<file path="src/rtl/clock_divider_programable.sv">
// Multi-channel runtime-programmable clock divider. Each channel divides clk_in by a
// loadable divisor in toggle (50% duty) or pulse (one-cycle tick) mode.
module clock_divider_programable #(
   parameter int N_CH        = 2,
   parameter int DIV_WIDTH   = 16,
   parameter int DEFAULT_DIV = 10
) (
   input  logic                      clk_in,
   input  logic                      reset,
   input  logic [N_CH-1:0]           enable,
   input  logic [N_CH-1:0]           div_load,
   input  logic [N_CH*DIV_WIDTH-1:0] div_value,
   input  logic [N_CH-1:0]           mode_in,
   output logic [N_CH-1:0]           clk_out,
   output logic [N_CH-1:0]           tick,
   output logic [N_CH-1:0]           pending
);

   localparam logic [DIV_WIDTH-1:0] DEF_DIV = DIV_WIDTH'(DEFAULT_DIV);
   localparam logic [DIV_WIDTH-1:0] ONE     = DIV_WIDTH'(1);

   for (genvar g = 0; g < N_CH; g++) begin : g_ch
      logic [DIV_WIDTH-1:0] counter;
      logic [DIV_WIDTH-1:0] div_reg;
      logic [DIV_WIDTH-1:0] pend_div;
      logic [DIV_WIDTH-1:0] load_val;
      logic                 mode_reg;
      logic                 pend_mode;
      logic                 pend_flag;
      logic                 clk_q;
      logic                 tick_q;
      logic                 tc;
      logic                 apply;

      assign load_val = div_value[g*DIV_WIDTH +: DIV_WIDTH];
      assign tc       = enable[g] && (counter == div_reg - ONE);
      assign apply    = tc && pend_flag;

      always_ff @(posedge clk_in or posedge reset) begin
         if (reset) begin
            counter   <= '0;
            div_reg   <= DEF_DIV;
            mode_reg  <= 1'b0;
            pend_div  <= DEF_DIV;
            pend_mode <= 1'b0;
            pend_flag <= 1'b0;
            clk_q     <= 1'b0;
            tick_q    <= 1'b0;
         end else begin
            tick_q <= tc;
            if (tc) begin
               counter <= '0;
               // A mode switch restarts clk_out low so no runt pulse leaks across the change.
               if (apply && (pend_mode != mode_reg)) clk_q <= 1'b0;
               else if (mode_reg)                    clk_q <= 1'b1;
               else                                  clk_q <= ~clk_q;
            end else begin
               if (enable[g]) counter <= counter + ONE;
               if (mode_reg)  clk_q   <= 1'b0;
            end
            if (apply) begin
               div_reg   <= pend_div;
               mode_reg  <= pend_mode;
               pend_flag <= 1'b0;
            end
            // A load on an apply edge wins: it becomes the next pending configuration.
            if (div_load[g]) begin
               pend_div  <= (load_val == '0) ? ONE : load_val;
               pend_mode <= mode_in[g];
               pend_flag <= 1'b1;
            end
         end
      end

      assign clk_out[g] = clk_q;
      assign tick[g]    = tick_q;
      assign pending[g] = pend_flag;
   end

endmodule

</file>
<file path="config.mk">
export PLATFORM = sky130hd
export DESIGN_NAME = clock_divider_programable
export DESIGN_NICKNAME = d
export VERILOG_FILES = /design/src/rtl/clock_divider_programable.sv
export SDC_FILE = /design/constraint.sdc
export NUM_CORES = 1
export LEC_CHECK = 0
export BUFFER_PORTS_ARGS = -buffer_cell sky130_fd_sc_hd__buf_2
export CORE_ASPECT_RATIO = 0.6
export CORE_UTILIZATION = 54
export CTS_BUF_LIST = sky130_fd_sc_hd__clkbuf_16
export DETAILED_ROUTE_END_ITERATION = 12
export PLACE_DENSITY_LB_ADDON = 0.08
export SYNTH_ARGS = -nofsm -noshare
export SYNTH_HDL_FRONTEND = slang
export SYNTH_SLANG_ARGS = --single-unit
</file>
<file path="constraint.sdc">
create_clock -name clk_in -period 3.6 [get_ports clk_in]
set_clock_uncertainty 0.1 [all_clocks]
set_input_delay 0.54 -clock clk_in [delete_from_list [all_inputs] [get_ports clk_in]]
set_output_delay 0.54 -clock clk_in [all_outputs]
set_load 0.005 [all_outputs]
</file>
==> out/metrics.yaml, run 1 <==
path_clk_slew_ns: 0.08
dp_cells: 644
post_drt_wl_per_cell_microns: 17.2
final_util: 0.645
rsz0062_at_grt: "no"
slowest_stage: "or4b_2"
hp-class: "in -> async"
area_growth_pct: 12.1
min_period_over_period: 0.896
total_power_w: 0.00273
drv_slew: 0
placementRows: 27
fin_ws_ns: 0.375
p_int_w: 0.00195
cts-buffers-inserted: 9
setup_viol: 0
post-place-ws_ns: 0.392
powerDensity_nw_per_um2: 448
worstSkewPairLatency_ns: 0.36
dr_wl_met2_microns: 4040
grt_max_degree: 107
ir_drop_uv: 265
htreeDepth: 3
outcome: "complete, no violations"
seq_power_share: 0.519
route.antenna.remaining_nets: 0
multi_input_area_sq_um: 2630
syn-num-nets: 526
gr-usage-all-layers: 0.239
relSlewSlack: 0.580
switching_share: 0.286
root_buffer: "clkbuf_16"
clock-sinks: 106
initial_utilization: 0.575
synth_seq_area_share: 0.489
cpPeakStageDelay_ns: 0.63
setup_tns_ns: 0
p_leak_nw: 2.88
cts_buffer_depth: 2
seqCellArea_sq_um: 2660
async_flop_share: 1.00
diodes: 0
cp_data_required_time_ns: 3.74
gr-total-overflow: 0
hpwlAfterDp_microns: 8300
hold_buffers: 0
synth_cells: 482
wirelength_microns: 11300
grt_pass1_wl_microns: 19000
die_w_microns: 132
critPathCaptureType: "register"
met3_length_microns: 642
synthDistinctLibCells: 57
drv_cap: 0
die_area_sq_um: 10500
p_switching_w: 0.000782
drtPass1Iterations: 4
drt-met1-wl_microns: 6550
drive_gt1_frac: 0.291
ys_seq_elements: 106
yosysWarnings: 0
crit_type: "reg -> reg"
vias: 3764
place.gp.congestion: 0.850
cts_tree: "built"
fmax_ghz: 0.310
synth-edff-count: 0
clkPwrFrac: 0.372
instances_no_fill: 660
drc: 0
start_kind: "register"
via_per_inst: 5.70
final.fill_count: 774
cts_resized: 0
fin_nets: 569
path_cells: "inv_1 > ha_1 > or4b_2 > nor2_1 > mux2i_1 > o221ai_1 > a2111oi_2 > nand3_2 > buf_4 > mux2_2"
arrival_ns: 3.36
postCtsSetupRepairBufs: 0
hold_viol_final: 0
combPwrFrac: 0.109
fin_crit_ns: 3.22
grt_pass1_vias: 3502
synth_area_per_cell_sq_um: 11.3
antenna_found_initial: 0
worst-slew-pin-transition_ns: 0.628
top_layer: "met4"
io_buffers: 45
syn_area_sq_um: 5440
die_h_microns: 79.7
cp_max_fo: 17
ys.flop_type: "dfrtp_1"
core_sq_um: 9460
drt_iter0_drc: 251
io_pins: 46
-- worst max-delay path, delay by kind of cell (launching register included) --
family | cells | cell delay (ns)
mux | 2 | 0.49
fa+ha+maj | 1 | 0.30
buf+inv | 2 | 0.32
compound gates | 2 | 0.53
flops | 1 | 0.43
simple gates | 3 | 0.94
-- path summary, 6_finish.rpt --
| check | startpoint | endpoint | slack [ns] | cells after the start |
|---|---|---|---|---|
| max | g_ch[1].div_reg[0]$_DFFE_PP0P_ | g_ch[1].div_reg[8]$_DFFE_PP0P_ | 0.38 | 10 |
| min | reset | g_ch[0].pend_flag$_DFFE_PP0P_ | 0.20 | 3 |
| max reg2reg | g_ch[1].div_reg[0]$_DFFE_PP0P_ | g_ch[1].div_reg[8]$_DFFE_PP0P_ | 0.38 | 10 |
| min reg2reg | g_ch[1].pend_div[15]$_DFFE_PP0P_ | g_ch[1].pend_div[15]$_DFFE_PP0P_ | 0.41 | 1 |
| max in group asynchronous | reset | g_ch[1].counter[0]$_DFFE_PP0P_ | 2.77 | 3 |
| min in group clk_in | mode_in[1] | g_ch[1].pend_mode$_DFFE_PP0P_ | 0.31 | 2 |
-- final cells by class --
class,count,share of cell area
Clock buffer,9,0.0369
Clock inverter,7,0.0142
Inverter,11,0.00718
Multi-Input combinational cell,345,0.431
Sequential cell,106,0.437
Tap cell,130,0.0267
Timing Repair Buffer,52,0.0476
-- metal layers --
metal,vias to the layer above,GRT usage
met5,-,0
met4,0,0.0628
met3,10,0.0559
met2,103,0.294
met1,1848,0.399
li1,1803,-
-- cells in the mapped netlist (4+ instances only) --
library cell,number,area [sq um]
xnor2_1,34,298
nand4_1,9,56.3
ha_1,4,50.1
nand2b_1,8,50.1
and3_1,6,37.5
mux2i_1,5,50.1
o21ai_0,6,30.0
nor2_1,52,195
buf_4,6,45.0
inv_1,10,37.5
dfstp_2,8,210
a21oi_1,4,20.0
nor2b_1,4,25.0
nor3_1,7,35.0
nand2_1,19,71.3
or2_2,4,25.0
dfrtp_1,98,2450
a31oi_1,4,25.0
nor4_1,14,87.6
xor2_1,35,307
clkbuf_1,8,30.0
mux2_2,58,653
mux2_4,10,150
nand3_1,20,100
-- power by group through the flow --
stage / Clock, W / Sequential [W] / Combinational [W]
after global routing: 0.00109 / 0.00143 / 0.000345
after global placement: 0 / 0.00143 / 0.000292
after floorplan: 0 / 0.00138 / 0.000249
after detailed placement: 0 / 0.00144 / 0.000300
after CTS: 0.00104 / 0.00141 / 0.000301
final: 0.00101 / 0.00142 / 0.000298
-- cell usage in the layout, fill, tap and decap left out, drive strengths merged, types with 5 or more instances in the layout --
cell type,instances
dfrtp,98
mux2,68
nor2,52
buf,52
xor2,35
xnor2,34
nand3,21
nand2,20
nor4,15
inv,15
nand4,9
clkbuf,9
nand2b,8
dfstp,8
nor3,7
o21ai,6
and3,6
mux2i,5
-- stage by stage --
| stage | area (sq um) | hold WS (ns) |
|---|---|---|
| after global routing | 6100 | 0.256 |
| final | 6100 | 0.204 |
| after floorplan | 5440 | 0.377 |
| after detailed placement | 5790 | 0.393 |
| after global placement | 5790 | 0.385 |
| after CTS | 6100 | 0.230 |
-- kinds of logic after synthesis --
logic type,count (synthesis),synth area share
multiplexers,73,0.157
XOR/XNOR,69,0.111
flip-flops,106,0.489
AO/OA/AOI/OAI,37,0.0490
AND/OR/NAND/NOR,162,0.157
buffers and inverters,31,0.0278
adder cells (fa/ha/maj),4,0.00920
No activity file was read; power rests on OpenSTA's default activity.
==> run 2, diff against run 1 <==
- CELL_PAD_IN_SITES_DETAIL_PLACEMENT: unset -> 0
- CELL_PAD_IN_SITES_GLOBAL_PLACEMENT: unset -> 1
- CORE_UTILIZATION: 54 -> 43
- SLEW_MARGIN: unset -> 20
==> out/metrics.yaml, run 2 (synthesis gave the netlist of run 1 again) <==
htreeDepth: 3  # unchanged
core_sq_um: 12200  # +29%
post_drt_wl_per_cell_microns: 17.5  # +1.6%
p_leak_nw: 2.89  # +0.31%
hp-class: "in -> async"
p_int_w: 0.00200  # +2.4%
grt_pass1_vias: 3452  # -1.4%
postCtsSetupRepairBufs: 0  # unchanged
clkPwrFrac: 0.370  # -0.002
io_buffers: 45  # unchanged
cts_buffer_depth: 2  # unchanged
cp_max_fo: 13  # -4
fin_nets: 572  # +0.53%
diodes: 0  # unchanged
outcome: "complete, no violations"
rsz0062_at_grt: "no"
grt_pass1_wl_microns: 19400  # +2.1%
initial_utilization: 0.447  # -0.128
holdWs_ns: 0.257  # +0.0531 ns
relSlewSlack: 0.440  # -0.141
place.gp.congestion: 0.834  # -1.8%
final_cell_mix: "dfrtp_1, mux2_2, nor2_1"
worstSkewPairLatency_ns: 0.35  # about the same
cts-buffers-inserted: 9  # unchanged
arrival_ns: 3.44  # +0.08 ns
die_w_microns: 147  # +12%
gr-total-overflow: 0  # unchanged
critPathCaptureType: "register"
dp_cells: 682  # +5.9%
die_area_sq_um: 13100  # +25%
ir_drop_uv: 222  # -16%
grt_max_degree: 69  # -36%
route.antenna.remaining_nets: 0  # unchanged
total_power_w: 0.00274  # +0.32%
fin_crit_ns: 3.31  # +0.0815 ns
cp_data_required_time_ns: 3.73  # about the same
r2r_slack_ns: 0.29  # -0.08 ns
final_common_cell: "dfrtp_1"
fmax_ghz: 0.302  # -2.5%
hold_buffers: 0  # unchanged
powerDensity_nw_per_um2: 445  # -0.51%
placed_cell_area_sq_um: 5840  # +0.93%
drt_iter0_drc: 229  # -8.8%
die_h_microns: 89.1  # +12%
cts_resized: 0  # unchanged
wirelength_microns: 12200  # +7.5%
hpwlAfterDp_microns: 9230  # +11%
drv_cap: 0  # unchanged
root_buffer: "clkbuf_16"
placementRows: 31  # +15%
setup_viol: 0  # unchanged
postLayoutCellArea_sq_um: 6150  # +0.84%
combPwrFrac: 0.113  # +0.004
via_per_inst: 5.35  # -6.2%
min_period_over_period: 0.918  # +0.0226
clock-sinks: 106  # unchanged
instances_no_fill: 698  # +5.8%
worst-slew-pin-transition_ns: 0.841  # +0.212 ns
gr-usage-all-layers: 0.199  # -0.0408
drc: 0  # unchanged
p_switching_w: 0.000744  # -4.9%
area_growth_pct: 13.0
drtPass1Iterations: 4  # unchanged
start_kind: "register"
path_clk_slew_ns: 0.07  # about the same
crit_type: "reg -> reg"
switching_share: 0.271  # -0.0150
antenna_found_initial: 0  # unchanged
drv_slew: 0  # unchanged
vias: 3733  # -0.82%
io_pins: 46  # unchanged
seq_power_share: 0.517  # -0.002
setup_tns_ns: 0  # unchanged
cts_tree: "built"
hold_viol_final: 0  # unchanged
drive_gt1_frac: 0.295  # +0.00399
[run 2: changes by cell type in the layout (fill, tap and decap cells not counted), sizes merged]
cell	delta
clkinv	+1
buf	+3
inv	-2
bufinv	+1
[run 2: stage by stage]
step                      worst slack (ns)  utilization
final                                0.294        0.505
after floorplan                      0.184            -
after global routing                0.0308        0.505
after global placement               0.427        0.479
after detailed placement             0.321        0.479
after CTS                            0.303        0.505
[run 2: layout make-up]
| cell class | count | area, sq um |
|---|---|---|
| Sequential cell | 106 | 2660 |
| Clock inverter | 7 | 83.8 |
| Inverter | 11 | 43.8 |
| Timing Repair Buffer | 55 | 300 |
| Multi-Input combinational cell | 345 | 2630 |
| Tap cell | 165 | 206 |
| Fill cell | 1124 | 6030 |
| Clock buffer | 9 | 225 |
[run 2: worst max-delay path: stages (launching register included)]
cell,delay (ns)
dfrtp_1,0.44
inv_1,0.10
ha_1,0.16
or4b_2,0.63
nor2_1,0.21
mux2i_1,0.20
o221ai_1,0.14
a2111oi_2,0.46
nand3_2,0.21
buf_4,0.25
mux2_2,0.29
[run 2: path summary, 6_finish.rpt]
check	from	endpoint	cells after the start
max in group asynchronous	reset	g_ch[1].div_reg[3]$_DFFE_PP1P_	3
max reg2reg	g_ch[1].div_reg[0]$_DFFE_PP0P_	g_ch[1].div_reg[7]$_DFFE_PP0P_	10
max	g_ch[1].div_reg[0]$_DFFE_PP0P_	g_ch[1].div_reg[7]$_DFFE_PP0P_	10
min reg2reg	g_ch[0].pend_div[8]$_DFFE_PP0P_	g_ch[0].pend_div[8]$_DFFE_PP0P_	1
min in group clk_in	mode_in[1]	g_ch[1].pend_mode$_DFFE_PP0P_	2
min	reset	g_ch[1].counter[2]$_DFFE_PP0P_	2
[run 2: power by group through the flow]
stage / Clock, W / Combinational (W) / Sequential (W)
global placement: 0 / 0.000300 / 0.00143
floorplan: 0 / 0.000249 / 0.00138
detailed placement: 0 / 0.000309 / 0.00144
global route: 0.00109 / 0.000347 / 0.00143
CTS: 0.00105 / 0.000311 / 0.00142
finish: 0.00101 / 0.000309 / 0.00142
[run 2: metal layers]
metal	wire length [microns]	global-route usage	up-vias
met2	4370	0.245	76
met1	7110	0.332	1856
li1	-	-	1791
met3	615	0.0429	10
met4	99	0.0478	0
met5	0	0	-
==> run 3, diff against run 2 <==
- ABC_AREA: unset -> 1
- CORE_UTILIZATION: 43 -> 40
- TNS_END_PERCENT: unset -> 20
==> out/metrics.yaml, run 3 <==
critPathTopFamily: "simple AND/OR/NAND/NOR gates"
min_period_over_period: 0.806  # -0.113
cp_data_required_time_ns: 3.72  # about the same
slowest_stage: "nand3_2"
cp_max_fo: 34  # +21
die_h_microns: 96.3  # +8.0%
synth_top_cell_by_area: "dfrtp_1"
arrival_ns: 3.02  # -0.42 ns
grt_pass1_wl_microns: 24200  # +25%
r2r_slack_ns: 0.70  # +0.41 ns
clock-sinks: 106  # unchanged
synthDistinctLibCells: 39  # -32%
vias: 5009  # +34%
drc: 0  # unchanged
synth-edff-count: 0  # unchanged
start_kind: "register"
fin_nets: 865  # +51%
crit_buf_inv: 1  # -1
crit_type: "reg -> reg"
path_clk_slew_ns: 0.08  # about the same
root_buffer: "clkbuf_16"
final.fill_count: 1477  # +31%
via_per_inst: 4.89  # -8.5%
worstSkewPairLatency_ns: 0.36  # about the same
postCtsSetupRepairBufs: 0  # unchanged
hp-class: "in -> async"
synth_area_per_cell_sq_um: 7.52  # -33%
grt_pass1_vias: 4384  # +27%
area_growth_pct: 11.2
syn_area_sq_um: 5920  # +8.9%
synth_top_area_share: 0.414  # -0.0367
hold_viol_final: 0  # unchanged
post_drt_wl_per_cell_microns: 14.4  # -17%
outcome: "complete, no violations"
die_w_microns: 159  # +8.1%
worst-slew-pin-transition_ns: 0.840  # -0.000884 ns
cp.depth: 12  # +2
reg2reg_from: "g_ch[0].div_reg[1]$_DFFE_PP1P_"
route.antenna.remaining_nets: 0  # unchanged
setup_viol: 0  # unchanged
path_cells: "inv_1 > ha_1 > a21oi_1 > nand2_1 > nor2_1 > nand2_1 > nor2_1 > nand3_1 > nor2_1 > nand3_2 > nand2_1 > o21ai_1"
hold_buffers: 0  # unchanged
fin_crit_ns: 2.90  # -0.406 ns
cts_resized: 0  # unchanged
gr-usage-all-layers: 0.207  # +0.00850
synth_cells: 788  # +63%
cts_tree: "built"
io_pins: 46  # unchanged
drive_gt1_frac: 0.113  # -0.182
rsz0062_at_grt: "no"
critPathCaptureType: "register"
syn-num-nets: 832  # +58%
wirelength_microns: 14800  # +21%
drtPass1Iterations: 5  # +1
reg2reg_depth: 12  # +2
cts_buffer_depth: 2  # unchanged
dp_cells: 1008  # +48%
ys_seq_elements: 106  # unchanged
htreeDepth: 3  # unchanged
cpPeakStageDelay_ns: 0.56  # -0.07 ns
crit_path_start: "g_ch[0].div_reg[1]$_DFFE_PP1P_"
antenna_found_initial: 0  # unchanged
cts-buffers-inserted: 9  # unchanged
place.gp.congestion: 0.864  # +3.6%
core_sq_um: 14500  # +19%
hpwlAfterDp_microns: 11200  # +21%
ys_top_cells_by_count: "nand2_1, dfrtp_1, inv_1"
p_leak_nw: 3.45  # +19%
initial_utilization: 0.409  # -0.0373
synth_seq_area_share: 0.450  # -0.0398
final_cell_mix: "nand2_1, dfrtp_1, inv_1"
relSlewSlack: 0.440  # +0.000589
die_area_sq_um: 15300  # +17%
r2r_end: "g_ch[0].div_reg[12]$_DFFE_PP0P_"
drv_slew: 0  # unchanged
holdWs_ns: 0.242  # -0.0155 ns
setup_tns_ns: 0  # unchanged
synth_area_leaders: "dfrtp_1, nand2_1, inv_1"
yosysWarnings: 0  # unchanged
final_common_cell: "nand2_1"
ys.flop_type: "dfrtp_1"
powerDensity_nw_per_um2: 470  # +5.4%
ir_drop_uv: 217  # -2.0%
yosysMostFrequentCell: "nand2_1"
io_buffers: 45  # unchanged
grt_max_degree: 66  # -4.3%
instances_no_fill: 1024  # +47%
fmax_ghz: 0.345  # +14%
placementRows: 34  # +9.7%
drv_cap: 0  # unchanged
gr-total-overflow: 0  # unchanged
drt_iter0_drc: 341  # +49%
async_flop_share: 1.00  # unchanged
diodes: 0  # unchanged
==> run 3: cell count changes after synthesis, sizes merged, moves of 14 or more <==
cell | previous run | this run
nand3b | 2 | 16
xnor2 | 34 | 19
nor2 | 52 | 89
nand3 | 21 | 56
mux2 | 68 | 0
nand2 | 20 | 260
o21ai | 6 | 47
xor2 | 35 | 21
inv | 10 | 90
==> run 3: per-layer routing <==
layer  GRT usage  share of wire
met5           0              0
met4      0.0433         0.0077
met3      0.0383          0.058
met2       0.241           0.32
met1       0.360           0.61
==> run 3: logic make-up (layout without fill, tap and decap cells) <==
group | after synthesis | count (layout) | synth area share
and+or+nand+nor | 462 | 462 | 0.342
xor gates and xnor gates | 42 | 42 | 0.0668
buffers and inverters | 116 | 154 | 0.0813
adders and majority gates | 4 | 4 | 0.00845
AOI/OAI and AO/OA | 58 | 58 | 0.0520
DFF | 106 | 106 | 0.450
==> run 3: layout make-up <==
| cell class | count | area (sq um) | area share |
|---|---|---|---|
| Clock buffer | 9 | 225 | 0.0342 |
| Clock inverter | 7 | 65.1 | 0.00988 |
| Inverter | 91 | 344 | 0.0522 |
| Multi-Input combinational cell | 566 | 2780 | 0.422 |
| Sequential cell | 106 | 2660 | 0.404 |
| Tap cell | 198 | 248 | 0.0376 |
| Timing Repair Buffer | 47 | 265 | 0.0403 |
==> run 3: worst max-delay path by stage <==
stage	endpoint	slack (ns)
final	g_ch[0].div_reg[12]$_DFFE_PP0P_	0.70
after global routing	g_ch[0].div_reg[8]$_DFFE_PP0P_	0.35
after CTS	g_ch[0].div_reg[15]$_DFFE_PP0P_	0.70
after detailed placement	g_ch[0].div_reg[15]$_DFFE_PP0P_	0.72
after global placement	g_ch[0].div_reg[2]$_DFFE_PP0P_	0.80
after floorplan	g_ch[0].clk_q$_DFFE_PP0P_	0.18
==> run 3: report_power, final <==
group	internal [W]	switching, W
clock	0.000485	0.000502
sequential	0.00132	0.000171
combinational	0.000248	0.000364
total	0.00206	0.00104
==> run 3: worst reg2reg max path: stages, from the launching register on <==
cell and delay [ns]:
dfstp_2 0.53, inv_1 0.05, ha_1 0.32, a21oi_1 0.15, nand2_1 0.06, nor2_1 0.12
nand2_1 0.07, nor2_1 0.10, nand3_1 0.10, nor2_1 0.28, nand3_2 0.56, nand2_1 0.24
o21ai_1 0.08
==> run 3: stage by stage <==
stage	worst slack [ns]	instance area, sq um	total power [W]	utilization
after floorplan	0.184	5920	0.00193	-
after global placement	0.802	6300	0.00210	0.435
after detailed placement	0.716	6300	0.00212	0.435
after CTS	0.698	6590	0.00312	0.455
after global routing	0.353	6590	0.00330	0.455
final	0.700	6590	0.00309	0.455
